===== src/rtl/ball_physics.sv =====
// Per-ball motion engine: fixed-point position integration, shots, collisions and pocketing.
// Optional friction decay is enabled by defining BALL_PHYSICS_FRICTION_EN.
module ball_physics #(
  parameter int INIT_X          = 100,
  parameter int INIT_Y          = 200,
  parameter int FRAC_BITS       = 4,
  parameter int MAX_VEL         = 255,
  parameter int COOLDOWN_FRAMES = 3
`ifdef BALL_PHYSICS_FRICTION_EN
  , parameter int FRICTION_PERIOD = 4
`endif
) (
  input  logic               clk,
  input  logic               resetN,
  input  logic               startOfFrame,
  input  logic               collisionOccurred,
  input  logic signed [10:0] velXIn,
  input  logic signed [10:0] velYIn,
  input  logic               holeHit,
  input  logic               shotValid,
  input  logic signed [10:0] shotVelX,
  input  logic signed [10:0] shotVelY,
  input  logic               respawn,
  output logic [10:0]        topLeftPosX,
  output logic [10:0]        topLeftPosY,
  output logic signed [10:0] velX,
  output logic signed [10:0] velY,
  output logic               ballMoving,
  output logic               ballInHole
);

  typedef enum logic [1:0] {IDLE = 2'd0, MOVING = 2'd1, IN_HOLE = 2'd2} state_t;

  localparam int PW = 11 + FRAC_BITS;
  localparam int CW = (COOLDOWN_FRAMES < 1) ? 1 : $clog2(COOLDOWN_FRAMES + 1);
  localparam logic [PW-1:0] INIT_PX = PW'(INIT_X) << FRAC_BITS;
  localparam logic [PW-1:0] INIT_PY = PW'(INIT_Y) << FRAC_BITS;
  localparam logic signed [10:0] VMAX = 11'(MAX_VEL);
  localparam logic [CW-1:0] CD_INIT = CW'(COOLDOWN_FRAMES);

  state_t              state;
  logic [PW-1:0]       pos_x, pos_y;
  logic signed [10:0]  pend_x, pend_y;
  logic                pending, pend_coll;
  logic [CW-1:0]       cooldown;

  logic signed [10:0]  base_x, base_y, vel_nx, vel_ny;
  logic [PW-1:0]       pos_nx, pos_ny;
  logic                vel_zero, accept_coll, accept_shot;

  function automatic logic signed [10:0] sat(input logic signed [10:0] v);
    if (v > VMAX)       return VMAX;
    else if (v < -VMAX) return -VMAX;
    else                return v;
  endfunction

  // Position is unsigned; a signed two-bit-wider sum detects both underflow and overflow.
  function automatic logic [PW-1:0] step_pos(input logic [PW-1:0] p, input logic signed [10:0] v);
    logic signed [PW+1:0] s;
    s = $signed({2'b00, p}) + $signed({{(PW-9){v[10]}}, v});
    if (s[PW+1])  return '0;
    else if (s[PW]) return '1;
    else          return s[PW-1:0];
  endfunction

`ifdef BALL_PHYSICS_FRICTION_EN
  localparam int FW = (FRICTION_PERIOD < 2) ? 1 : $clog2(FRICTION_PERIOD);
  logic [FW-1:0] fric_cnt;
  logic          fric_wrap;

  function automatic logic signed [10:0] fric(input logic signed [10:0] v);
    if (v == 11'sd0)  return v;
    else if (v[10])   return v + 11'sd1;
    else              return v - 11'sd1;
  endfunction

  assign fric_wrap = (fric_cnt == FW'(FRICTION_PERIOD - 1));
`endif

  always_comb begin
    base_x = velX;
    base_y = velY;
    if (pending) begin
      base_x = pend_x;
      base_y = pend_y;
    end
`ifdef BALL_PHYSICS_FRICTION_EN
    else if (fric_wrap) begin
      base_x = fric(velX);
      base_y = fric(velY);
    end
`endif
    vel_nx = sat(base_x);
    vel_ny = sat(base_y);
    pos_nx = step_pos(pos_x, vel_nx);
    pos_ny = step_pos(pos_y, vel_ny);
  end

  assign vel_zero    = (vel_nx == 11'sd0) && (vel_ny == 11'sd0);
  assign accept_coll = collisionOccurred && !pending && (cooldown == '0) &&
                       (state != IN_HOLE) && !holeHit;
  assign accept_shot = shotValid && (state == IDLE) && !pending && !accept_coll && !holeHit;

  assign topLeftPosX = pos_x[PW-1:FRAC_BITS];
  assign topLeftPosY = pos_y[PW-1:FRAC_BITS];

  always_ff @(posedge clk or negedge resetN) begin
    if (!resetN) begin
      state      <= IDLE;
      pos_x      <= INIT_PX;
      pos_y      <= INIT_PY;
      velX       <= '0;
      velY       <= '0;
      pend_x     <= '0;
      pend_y     <= '0;
      pending    <= 1'b0;
      pend_coll  <= 1'b0;
      cooldown   <= '0;
      ballMoving <= 1'b0;
      ballInHole <= 1'b0;
`ifdef BALL_PHYSICS_FRICTION_EN
      fric_cnt   <= '0;
`endif
    end else begin
      case (state)
        IN_HOLE: begin
          if (respawn) begin
            state      <= IDLE;
            pos_x      <= INIT_PX;
            pos_y      <= INIT_PY;
            velX       <= '0;
            velY       <= '0;
            pending    <= 1'b0;
            pend_coll  <= 1'b0;
            cooldown   <= '0;
            ballMoving <= 1'b0;
            ballInHole <= 1'b0;
`ifdef BALL_PHYSICS_FRICTION_EN
            fric_cnt   <= '0;
`endif
          end
        end
        default: begin
          if (holeHit) begin
            state      <= IN_HOLE;
            velX       <= '0;
            velY       <= '0;
            pending    <= 1'b0;
            pend_coll  <= 1'b0;
            ballMoving <= 1'b0;
            ballInHole <= 1'b1;
          end else begin
            if (startOfFrame) begin
              velX       <= vel_nx;
              velY       <= vel_ny;
              pos_x      <= pos_nx;
              pos_y      <= pos_ny;
              pending    <= 1'b0;
              pend_coll  <= 1'b0;
              state      <= vel_zero ? IDLE : MOVING;
              ballMoving <= !vel_zero;
              if (pending && pend_coll) cooldown <= CD_INIT;
              else if (cooldown != '0)  cooldown <= cooldown - 1'b1;
`ifdef BALL_PHYSICS_FRICTION_EN
              if (pending || fric_wrap) fric_cnt <= '0;
              else                      fric_cnt <= fric_cnt + 1'b1;
`endif
            end
            // Events in the update cycle land in the freshly emptied slot for the next frame.
            if (accept_coll) begin
              pend_x    <= velXIn;
              pend_y    <= velYIn;
              pending   <= 1'b1;
              pend_coll <= 1'b1;
            end else if (accept_shot) begin
              pend_x    <= shotVelX;
              pend_y    <= shotVelY;
              pending   <= 1'b1;
              pend_coll <= 1'b0;
            end
          end
        end
      endcase
    end
  end

endmodule


===== config.mk =====
export PLATFORM = sky130hd
export DESIGN_NAME = ball_physics
export DESIGN_NICKNAME = d
export VERILOG_FILES = /design/src/rtl/ball_physics.sv
export SDC_FILE = /design/constraint.sdc
export NUM_CORES = 1
export LEC_CHECK = 0
export BUFFER_PORTS_ARGS = -buffer_cell sky130_fd_sc_hd__buf_4
export CAP_MARGIN = 10
export CORE_UTILIZATION = 23
export CTS_CLUSTER_DIAMETER = 30
export DETAILED_ROUTE_END_ITERATION = 10
export GPL_TIMING_DRIVEN = 0
export PLACE_DENSITY = 0.41
export SKIP_LAST_GASP = 1
export SYNTH_ARGS = -nofsm -noshare
export SYNTH_HDL_FRONTEND = slang
export SYNTH_SLANG_ARGS = --single-unit

===== constraint.sdc =====
create_clock -name clk -period 5.9 [get_ports clk]
set_clock_uncertainty 0.15 [all_clocks]
set_input_delay 0.59 -clock clk [delete_from_list [all_inputs] [get_ports clk]]
set_output_delay 0.59 -clock clk [all_outputs]
set_load 0.05 [all_outputs]

==> flow_metrics.tcl <==
set metrics [dict create \
    status "complete, no violations" \
    p_leak_nw 3.25 \
    die_h_um 163 \
    syn_avg_cell_area_um2 9.00 \
    drv_slew 0 \
    syn_inst 662 \
    timing.fmax_mhz 180 \
    fin_nets 853 \
    required_ns 5.95 \
    drc 0 \
    cellPowerDensity_nw_per_um2 584 \
    synth_cell_types 72 \
    intPower_w 0.00218 \
    synth_warnings 0 \
    peakVddDrop_mv 0.256 \
    ys_ff_latch 81 \
    layout_min_cycle_time_ns 5.54 \
    synth_edf_count 0 \
    grt_max_degree 82 \
    synth_nets 748 \
    mostFrequentLayoutCells "buf_4, dfrtp_1, nand2_1" \
    crit_arrival_ns 5.59 \
    cts_tree "built" \
    ant_nets 0 \
    fin_crit_sh 0.939 \
    htreeDepth 3 \
    worstHoldPathType "in -> async" \
    pwr-share-comb 0.635 \
    area_growth_pct 24.5 \
    startpoint_type "flip-flop" \
    async_flop_share 1.00 \
    gr-usage-all-layers 0.148 \
    cts_buffers 9 \
    path_class "reg -> reg" \
    rr_startpoint "pending" \
    drt_iter0_markers 320 \
    drt-wirelength-per-cell_um 17.1 \
    antenna_found_initial 0 \
    root_buffer "clkbuf_16" \
    gp_congestion 0.811 \
    setup_viol 0 \
    vias_per_cell 4.79 \
    crit_end "pos_x[14]" \
    p_sw_w 0.00215 \
    p_sw_frac 0.496 \
    die_area_um2 26600 \
    overflow 0 \
    rr_worst_depth 22 \
    core_um2 25300 \
    cts_max_path_buffers 2 \
    io_pins 97 \
    clockPowerShare 0.141 \
    synth_area_leader_cell "dfrtp_1" \
    p_seq_frac 0.224 \
    final_common_cell "buf_4" \
    drt_first_pass_iters 5 \
    placed_cells 1088 \
    post-route-util 0.293 \
    dp_hpwl_um 14400 \
    rows 58 \
    synthesis.area_um2 5960 \
    tightest_slew_ns 1.11 \
    ys_seq_area_frac 0.341 \
    rsz0062_at_grt "no" \
    crit_start "pending" \
    initial_core_util 0.235 \
    totalWireLength_um 18900 \
    end_kind "flip-flop" \
    max_cap_viol_count 0 \
    grt_pass1_wl_um 30000 \
    n_antenna_cell 0 \
    clkTransAtPathRegs_ns 0.06 \
    cts_num_sinks 81 \
    p_total_w 0.00433 \
    hold_viol 0 \
    synth_top_area_frac 0.315 \
    grt_pass1_vias 5277 \
    path_max_fanout 12 \
    die_w_um 163 \
    drive_gt1_frac 0.240 \
    fin_cells 1101 \
    slew_headroom 0.257 \
    reg2reg_slack_ns 0.36 \
    synth_top_flop_cell "dfrtp_1" \
    synth_area_leaders "dfrtp_1, ha_1, mux2i_1, o21ai_0, nand2_1" \
    num_vias 5271 \
    numPortBuffers 96 \
    worstReg2RegEnd "pos_x[14]" \
    clk_latency_ns 0.35 \
    cts_setup_buffers 0 \
]
[repair_timing]
action                     in CTS  in global routing
resized for setup               3                  6
hold endpoints to repair        0                  0
gates cloned                    0                  0
hold buffers                    0                  0
setup endpoints to repair      30                 30
[worst max-delay path, cell delays in order (launching register included)]
cell      delay, ns
dfrtp_1        0.39
buf_4          0.23
buf_2          0.31
clkbuf_4       0.29
clkbuf_4       0.25
mux2i_1        0.13
a21oi_1        0.17
o21ai_0        0.12
ha_1           0.55
a211oi_1       0.10
nand2_1        0.16
ha_1           0.19
inv_1          0.05
fa_1           0.38
nand2b_1       0.19
a21oi_1        0.25
and4bb_1       0.26
o31ai_4        0.32
a211oi_2       0.17
o21a_1         0.23
o21ai_2        0.22
buf_6          0.19
o22ai_1        0.09
[registers in the layout, summed over array words and instances (netlist names)]
| name | flops |
|---|---|
| ballInHole | 1 |
| pending | 1 |
| velX | 11 |
| pos_y | 15 |
| state | 2 |
| pend_coll | 1 |
| pend_y | 11 |
| pos_x | 15 |
| velY | 11 |
| cooldown | 2 |
| pend_x | 11 |
[per-stage QoR]
step	instance area (um2)	hold WS (ns)	worst slack, ns	TNS [ns]
5_1_grt	7420	0.300	0.0240	0
3_5_place_dp	7090	0.332	-0.407	-6.99
2_1_floorplan	5960	0.144	0.910	0
3_3_place_gp	7090	0.323	-0.520	-9.92
6_report	7420	0.281	0.359	0
4_1_cts	7410	0.284	0.168	0
[layout make-up]
type | instances | area [um2]
plain buffers | 49 | 318
well taps | 330 | 413
clock inverters | 3 | 65.1
fillers | 2706 | 17900
clock buffers | 12 | 246
multi-input cells | 506 | 3530
inverters | 24 | 90.1
flip-flops and latches | 81 | 2030
repair buffers | 96 | 721
[power groups by stage]
stage / registers, W / clock network, W / logic (W)
final: 0.000968 / 0.000612 / 0.00275
after global routing: 0.00100 / 0.000656 / 0.00304
after CTS: 0.000974 / 0.000639 / 0.00276
after detailed placement: 0.000984 / 0 / 0.00275
after global placement: 0.000983 / 0 / 0.00276
after floorplan: 0.00103 / 0 / 0.00196
[synthesized netlist by cell type (all sizes together), types with 3 or more instances]
cell type,number
ha,33
o22ai,3
a31oi,5
buf,41
nand3,18
dfstp,6
o31a,3
nand4,10
and2,6
a211oi,12
a22o,21
o21ba,4
nor4,7
dfrtp,75
o31ai,5
o32ai,4
a21oi,40
mux2i,40
o221ai,3
o21a,8
or2,4
nor3,12
nor2,38
nand2b,4
clkbuf,10
xor2,6
xnor2,12
o211ai,9
o21ai,72
a311oi,6
nor2b,14
a21o,8
nand2,72
inv,24
[cell families (layout without fill, tap and decap cells)]
logic type,Yosys count,after routing,share of synthesized area
buffers and inverters,75,184,0.0685
adders and majority gates,36,36,0.0777
muxes,40,40,0.0699
DFF,81,81,0.341
xor gates and xnor gates,18,18,0.0277
and+or+nand+nor,195,195,0.159
AOI/OAI and AO/OA,217,217,0.256
[routing by layer]
metal  GRT usage  share of wire  wire (um)  vias to the layer above
li1            -              -          -                     2639
met5           0              0          0                        -
met2       0.245           0.48       9000                       91
met3      0.0229          0.028        533                       10
met4      0.0306         0.0079        149                        0
met1       0.202           0.49       9190                     2531
[how the worst min path moves through the flow]
stage,from,endpoint,slack (ns),depth (start not counted)
after floorplan,resetN,ballInHole,0.14,0
after global placement,cooldown[1],cooldown[1],0.32,1
after detailed placement,cooldown[1],cooldown[1],0.33,1
after CTS,respawn,state[1],0.28,2
after global routing,respawn,state[1],0.30,2
final,resetN,pos_x[12],0.28,1
Power figures use the tool's default switching activity.
